$ cat src/rtl/issue_trace_unit_pkg.sv
// Shared widths and trace-entry layout for the issue trace unit.
// An entry is {timestamp, port index, tag}; the tag defaults to the RS opcode plus rd fields.
package issue_trace_unit_pkg;

  localparam int RS_OPCODE_W = 7;
  localparam int RS_RD_W     = 6;
  localparam int TRACE_TAG_W = RS_OPCODE_W + RS_RD_W;

  function automatic int port_idx_w(input int num_ports);
    return (num_ports > 1) ? $clog2(num_ports) : 1;
  endfunction

  // Entry slice positions, LSB first: tag, then port index, then timestamp.
  function automatic int tag_lsb();
    return 0;
  endfunction

  function automatic int port_lsb(input int tag_w);
    return tag_w;
  endfunction

  function automatic int ts_lsb(input int tag_w, input int num_ports);
    return tag_w + port_idx_w(num_ports);
  endfunction

endpackage

$ cat src/rtl/issue_trace_unit_fifo.sv
// Multi-push, single-pop trace FIFO. Accepts up to NUM_PUSH compacted entries per cycle,
// limited by the free space at the start of the cycle; reports how many were taken.
module trace_fifo #(
  parameter int DEPTH    = 16,
  parameter int WIDTH    = 47,
  parameter int NUM_PUSH = 3,
  localparam int AW = $clog2(DEPTH),
  localparam int CW = $clog2(NUM_PUSH + 1)
) (
  input  logic                               clk,
  input  logic                               rst,
  input  logic                               flush,
  input  logic [CW-1:0]                      push_num,
  input  logic [NUM_PUSH-1:0][WIDTH-1:0]     push_data,
  input  logic                               rd_ready,
  output logic                               rd_valid,
  output logic [WIDTH-1:0]                   rd_data,
  output logic                               full,
  output logic                               empty,
  output logic [CW-1:0]                      accept
);

  logic [WIDTH-1:0] mem [DEPTH];
  logic [AW-1:0]    wr_ptr;
  logic [AW-1:0]    rd_ptr;
  logic [AW:0]      occ;
  logic [AW:0]      free_slots;
  logic             pop;

  // A same-cycle pop never frees a slot for this cycle's pushes.
  assign free_slots = (AW+1)'(DEPTH) - occ;
  assign accept     = ((AW+1)'(push_num) <= free_slots) ? push_num : CW'(free_slots);

  assign empty    = (occ == '0);
  assign full     = (occ == (AW+1)'(DEPTH));
  assign rd_valid = !empty;
  assign pop      = rd_valid && rd_ready;
  assign rd_data  = empty ? '0 : mem[rd_ptr];

  always_ff @(posedge clk) begin
    if (rst || flush) begin
      wr_ptr <= '0;
      rd_ptr <= '0;
      occ    <= '0;
    end else begin
      wr_ptr <= wr_ptr + AW'(accept);
      rd_ptr <= rd_ptr + AW'(pop);
      occ    <= occ + (AW+1)'(accept) - (AW+1)'(pop);
    end
  end

  // NOTE: storage has no reset; rd_data is gated by empty so stale words never leak out.
  always_ff @(posedge clk) begin
    if (!rst && !flush) begin
      for (int i = 0; i < NUM_PUSH; i++) begin
        if (CW'(i) < accept) mem[wr_ptr + AW'(i)] <= push_data[i];
      end
    end
  end

endmodule

$ cat src/rtl/issue_trace_unit.sv
// Issue trace unit: timestamps issue events into a trace FIFO and keeps saturating
// per-port issue/result counters plus a drop counter for events lost to a full FIFO.
module issue_trace_unit
  import issue_trace_unit_pkg::*;
#(
  parameter int NUM_PORTS = 3,
  parameter int TAG_W     = TRACE_TAG_W,
  parameter int DEPTH     = 16,
  parameter int TS_W      = 32,
  parameter int CNT_W     = 32
) (
  input  logic                                            clk,
  input  logic                                            rst,
  input  logic                                            en,
  input  logic                                            clear,
  input  logic [NUM_PORTS-1:0]                            issue_valid,
  input  logic [NUM_PORTS*TAG_W-1:0]                      issue_tag,
  input  logic [NUM_PORTS-1:0]                            result_valid,
  input  logic                                            rd_ready,
  output logic                                            rd_valid,
  output logic [TS_W+port_idx_w(NUM_PORTS)+TAG_W-1:0]     rd_data,
  output logic [TS_W-1:0]                                 cycle_count,
  output logic [NUM_PORTS*CNT_W-1:0]                      issue_cnt,
  output logic [NUM_PORTS*CNT_W-1:0]                      result_cnt,
  output logic [CNT_W-1:0]                                drop_cnt,
  output logic                                            full,
  output logic                                            empty
);

  localparam int PORT_W  = port_idx_w(NUM_PORTS);
  localparam int ENTRY_W = TS_W + PORT_W + TAG_W;
  localparam int CW      = $clog2(NUM_PORTS + 1);

  logic [NUM_PORTS-1:0][ENTRY_W-1:0] slot;
  logic [CW-1:0]                     push_num;
  logic [CW-1:0]                     accept;
  logic [CW-1:0]                     drop_num;
  logic [CNT_W-1:0]                  issue_q  [NUM_PORTS];
  logic [CNT_W-1:0]                  result_q [NUM_PORTS];

  function automatic logic [CNT_W-1:0] sat_add(input logic [CNT_W-1:0] v,
                                               input logic [CW-1:0]    inc);
    logic [CNT_W:0] sum;
    sum = {1'b0, v} + (CNT_W+1)'(inc);
    return sum[CNT_W] ? '1 : sum[CNT_W-1:0];
  endfunction

  // Compaction: the k-th active port (ascending order) lands in slot k.
  // NOTE: every always_comb output gets a default before the loop, so no latch is inferred.
  always_comb begin
    slot     = '0;
    push_num = '0;
    for (int p = 0; p < NUM_PORTS; p++) begin
      if (en && issue_valid[p]) begin
        for (int s = 0; s < NUM_PORTS; s++) begin
          if (push_num == CW'(s))
            slot[s] = {cycle_count, PORT_W'(p), issue_tag[p*TAG_W +: TAG_W]};
        end
        push_num = push_num + 1'b1;
      end
    end
  end

  assign drop_num = push_num - accept;

  trace_fifo #(
    .DEPTH    (DEPTH),
    .WIDTH    (ENTRY_W),
    .NUM_PUSH (NUM_PORTS)
  ) u_fifo (
    .clk       (clk),
    .rst       (rst),
    .flush     (clear),
    .push_num  (push_num),
    .push_data (slot),
    .rd_ready  (rd_ready),
    .rd_valid  (rd_valid),
    .rd_data   (rd_data),
    .full      (full),
    .empty     (empty),
    .accept    (accept)
  );

  // NOTE: sequential state uses non-blocking assignments only.
  always_ff @(posedge clk) begin
    if (rst) begin
      cycle_count <= '0;
      drop_cnt    <= '0;
      for (int p = 0; p < NUM_PORTS; p++) begin
        issue_q[p]  <= '0;
        result_q[p] <= '0;
      end
    end else begin
      if (en) cycle_count <= cycle_count + 1'b1;
      if (clear) begin
        drop_cnt <= '0;
        for (int p = 0; p < NUM_PORTS; p++) begin
          issue_q[p]  <= '0;
          result_q[p] <= '0;
        end
      end else if (en) begin
        drop_cnt <= sat_add(drop_cnt, drop_num);
        for (int p = 0; p < NUM_PORTS; p++) begin
          issue_q[p]  <= sat_add(issue_q[p],  CW'(issue_valid[p]));
          result_q[p] <= sat_add(result_q[p], CW'(result_valid[p]));
        end
      end
    end
  end

  for (genvar p = 0; p < NUM_PORTS; p++) begin : g_cnt_out
    assign issue_cnt[p*CNT_W +: CNT_W]  = issue_q[p];
    assign result_cnt[p*CNT_W +: CNT_W] = result_q[p];
  end

endmodule

$ cat config.mk
export PLATFORM = sky130hd
export DESIGN_NAME = issue_trace_unit
export DESIGN_NICKNAME = d
export VERILOG_FILES = /design/src/rtl/issue_trace_unit_pkg.sv /design/src/rtl/issue_trace_unit_fifo.sv /design/src/rtl/issue_trace_unit.sv
export SDC_FILE = /design/constraint.sdc
export NUM_CORES = 2
export LEC_CHECK = 0
export CAP_MARGIN = 20
export CORE_MARGIN = 10
export CORE_UTILIZATION = 60
export DETAILED_ROUTE_END_ITERATION = 6
export DONT_BUFFER_PORTS = 1
export HOLD_SLACK_MARGIN = 0.02
export PLACE_DENSITY = 0.79
export SKIP_CTS_REPAIR_TIMING = 1
export SLEW_MARGIN = 30
export SYNTH_ARGS = -nofsm -noshare
export SYNTH_HDL_FRONTEND = slang
export SYNTH_SLANG_ARGS = --single-unit
$ cat constraint.sdc
create_clock -name clk -period 25 [get_ports clk]
set_clock_uncertainty 0.1 [all_clocks]
set_input_delay 3.75 -clock clk [delete_from_list [all_inputs] [get_ports clk]]
set_output_delay 3.75 -clock clk [all_outputs]
set_load 0.005 [all_outputs]
==> flow_summary.yaml <==
die:
  core_um2: 88900
  die-area_um2: 102000
  start_util_pct: 60.8
  die_y_um: 320
  pin_count: 356
  placementRows: 109
  dieWidth_um: 320
worst_setup_path:
  r2r_start: "u_fifo.occ[0]"
  crit_buf_inv: 3
  critPathSlowestCell: "o211a_1"
  critPathCaptureType: "flip-flop"
  required_ns: 25.51
  r2r_cells: 18
  r2r-end: "drop_cnt[18]"
  cpPeakStageDelay_ns: 0.75
  critPathTopFamily: "simple AND/OR/NAND/NOR gates"
  crit_chain: "and2_1, inv_1, ha_1, nor2b_1, o21ai_1, inv_1, ha_1, a2bb2oi_1, o211a_1, nand2_1, a21oi_1, ha_1, inv_1, ha_1, fa_1, nand3_1, nor2_1, nand2_1, nor4_2, nand2b_2, a21oi_1"
  cp.arrival_ns: 10.14
  crit_type: "in2reg"
  start_kind: "input pin"
  crit_top_cell: "ha_1"
  crit_fanout: 28
  r2r_setup_slack_ns: 18.79
sta:
  min_period_over_period_pct: 38.5
  hold_viol_final: 0
  timing.setup.tns_ns: 0
  layout_setup_ws_ns: 15.37
  tightest_slew_ns: 1.08
  setup_viol: 0
  slew_headroom_pct: 28.0
  rsz0062_at_grt: "false"
  fmax_mhz: 104
  drv_slew: 0
  period_needed_ns: 9.63
yosys:
  yosysSeqAreaShare_pct: 55.0
  synthTopCellsByCount: "edfxtp_1 (928), nor2_1 (594), nand2_1 (438), a21oi_1 (303), clkbuf_1 (297)"
  syn_nets: 4754
  synth-edff-count: 928
  synth.largest_area_cell: "edfxtp_1"
  yosysTopAreaCellShare_pct: 51.6
  ys_seq_elements: 1021
  yosys_warnings: 0
  synth-compound-area-share_pct: 9.73
  async_reset_ff_share_pct: 0
  synthFlopType: "edfxtp_1"
  synth.distinct_cells: 98
  synth_top_family_by_area: "simple AND/OR/NAND/NOR gates"
  synth.mux.area_fraction_pct: 11.9
  syn_avg_cell_area_um2: 11.6
  syn_inst: 4666
  yosys.area_share.simple_pct: 15.2
  synth_fa_ha_area_share_pct: 0.922
  synth_xor_area_share_pct: 3.40
  syn_area_um2: 54000
  yosysMostFrequentCell: "edfxtp_1"
  yosys-top-cells-area: "edfxtp_1 (52%), mux4_2 (9.8%), nor2_1 (4.1%)"
clock_tree:
  clock_latency_ns: 0.70
  cts-root-buf: "clkbuf_16"
  cts_tree: "built"
  h-tree-depth: 3
  clkSinkCount: 1021
  clk_path_buf_depth: 3
  cts_made_buffers: 105
  path_clk_slew_ns: 0.06
layout:
  fillers: 6336
  drive_above_1_share_pct: 14.1
  nNetsFinal: 4562
  area_growth_pct: 8.64
global_route:
  track_usage_pct: 32.2
  antenna_found_initial: 6
  first_global_vias: 39619
  grt_max_degree: 151
  grt_remaining_overflow: 0
  grt_pass1_wl_mm: 251
outcome:
  violations: "DRC"
  outcome: "finished, violations left"
worst_hold_path:
  hold_start: "u_fifo.mem[15][13]"
  hold_depth: 2
  min_to: "u_fifo.mem[15][13]"
  hold_class: "reg2reg"
detailed_routing:
  viasPerCell: 7.12
  drt-initial-drc-count: 6617
  finalWirelength_mm: 170
  wire_per_inst_um: 29.7
  drc_errors: 7
  antenna_left: 0
  dr_total_vias: 40762
  dr.pass1.iters: 7
power:
  power_mw: 4.25
  ir_drop_uv: 77.8
  p_leak_nw: 19.5
  powerDensity_nw_per_um2: 72.4
placed_design:
  dp_slack_ns: 14.55
  place_congestion: 0.988
  dp_hpwl_mm: 102
  port_buffers: 0
job:
  drv_cap: 0
[cell families (layout without fill, tap and decap cells)]
family | after synthesis | after routing
xor+xnor | 209 | 209
mux | 348 | 348
other cells | 0 | 2
buf+inv | 487 | 383
simple gates | 1734 | 1734
compound gates | 829 | 829
fa+ha+maj | 38 | 38
flops | 1021 | 1021
[metrics by stage]
stage	instance area, um2	utilization, %	instances	hold WS, ns
floorplan	54000	-	4666	0.345
global placement	54900	61.8	5522	0.355
detailed placement	55100	62.0	5528	0.367
CTS	58600	65.9	5723	0.377
global route	58700	66.0	5727	0.414
finish	58700	66.0	5729	0.378
[cells in the final DEF, fill, tap and decap left out, drive strengths merged, types with 35 or more instances in the layout]
cell type  synthesis  routed
o211ai            52      52
inv               60      64
and3              97      97
nand3            131     131
xnor2             99      99
xor2             110     110
clkinv             3      49
a21oi            303     303
and2             196     196
nand4             62      62
clkbuf           300     133
o21ai            140     140
ha                35      35
edfxtp           928     928
mux4             235     235
mux2i            108     108
dfxtp             93      93
o22ai            123     123
nor3              84      84
nand2            438     438
o41ai             35      35
nor2             595     595
buf              124     125
[where the power goes]
group | switching (mW) | internal, mW | total (mW)
Clock | 0.690 | 0.888 | 1.58
Combinational | 0.477 | 0.236 | 0.713
Sequential | 0.0527 | 1.91 | 1.96
Total | 1.22 | 3.03 | 4.25
[how the worst max path moves through the flow]
stage,cells after the start,startpoint,slack [ns],to
2_1_floorplan,18,issue_valid[0],14.19,u_fifo.mem[10][0]
3_3_place_gp,21,en,14.57,drop_cnt[20]
3_5_place_dp,21,en,14.55,drop_cnt[18]
4_1_cts,21,en,15.22,drop_cnt[18]
5_1_grt,21,en,14.80,drop_cnt[25]
6_report,21,en,15.37,drop_cnt[18]
[worst reg2reg max path: cells and delay by family (launching register included)]
kind	cells	cell delay, ns
compound gates	4	1.65
flops	1	0.45
buf+inv	3	0.38
simple gates	6	2.07
fa+ha+maj	5	1.49
[sequential cells by signal, indices dropped and copies added (netlist names)]
register,cells
u_fifo.rd_ptr,4
u_fifo.mem,752
issue_q,96
u_fifo.occ,5
result_q,96
cycle_count,32
drop_cnt,32
u_fifo.wr_ptr,4
[cell type report]
cell class	instances	area, um2	area share (%)
flip-flops and latches	1021	29700	50.7
multi-input cells	3158	22700	38.7
inverters	63	239	0.407
repair buffers	125	1110	1.88
diodes	2	5.00	0.00853
clock inverters	62	641	1.09
well taps	1165	1460	2.48
clock buffers	133	2790	4.76
[layer usage]
layer  GRT usage (%)  routed length (um)  vias up
li1                -                   -    17054
met2            50.9               78400     3397
met1            39.5               56100    19637
met3            11.4               26700      672
met4            14.8                8830        2
met5               0                  13        -
(Power assumes the default switching activity.)
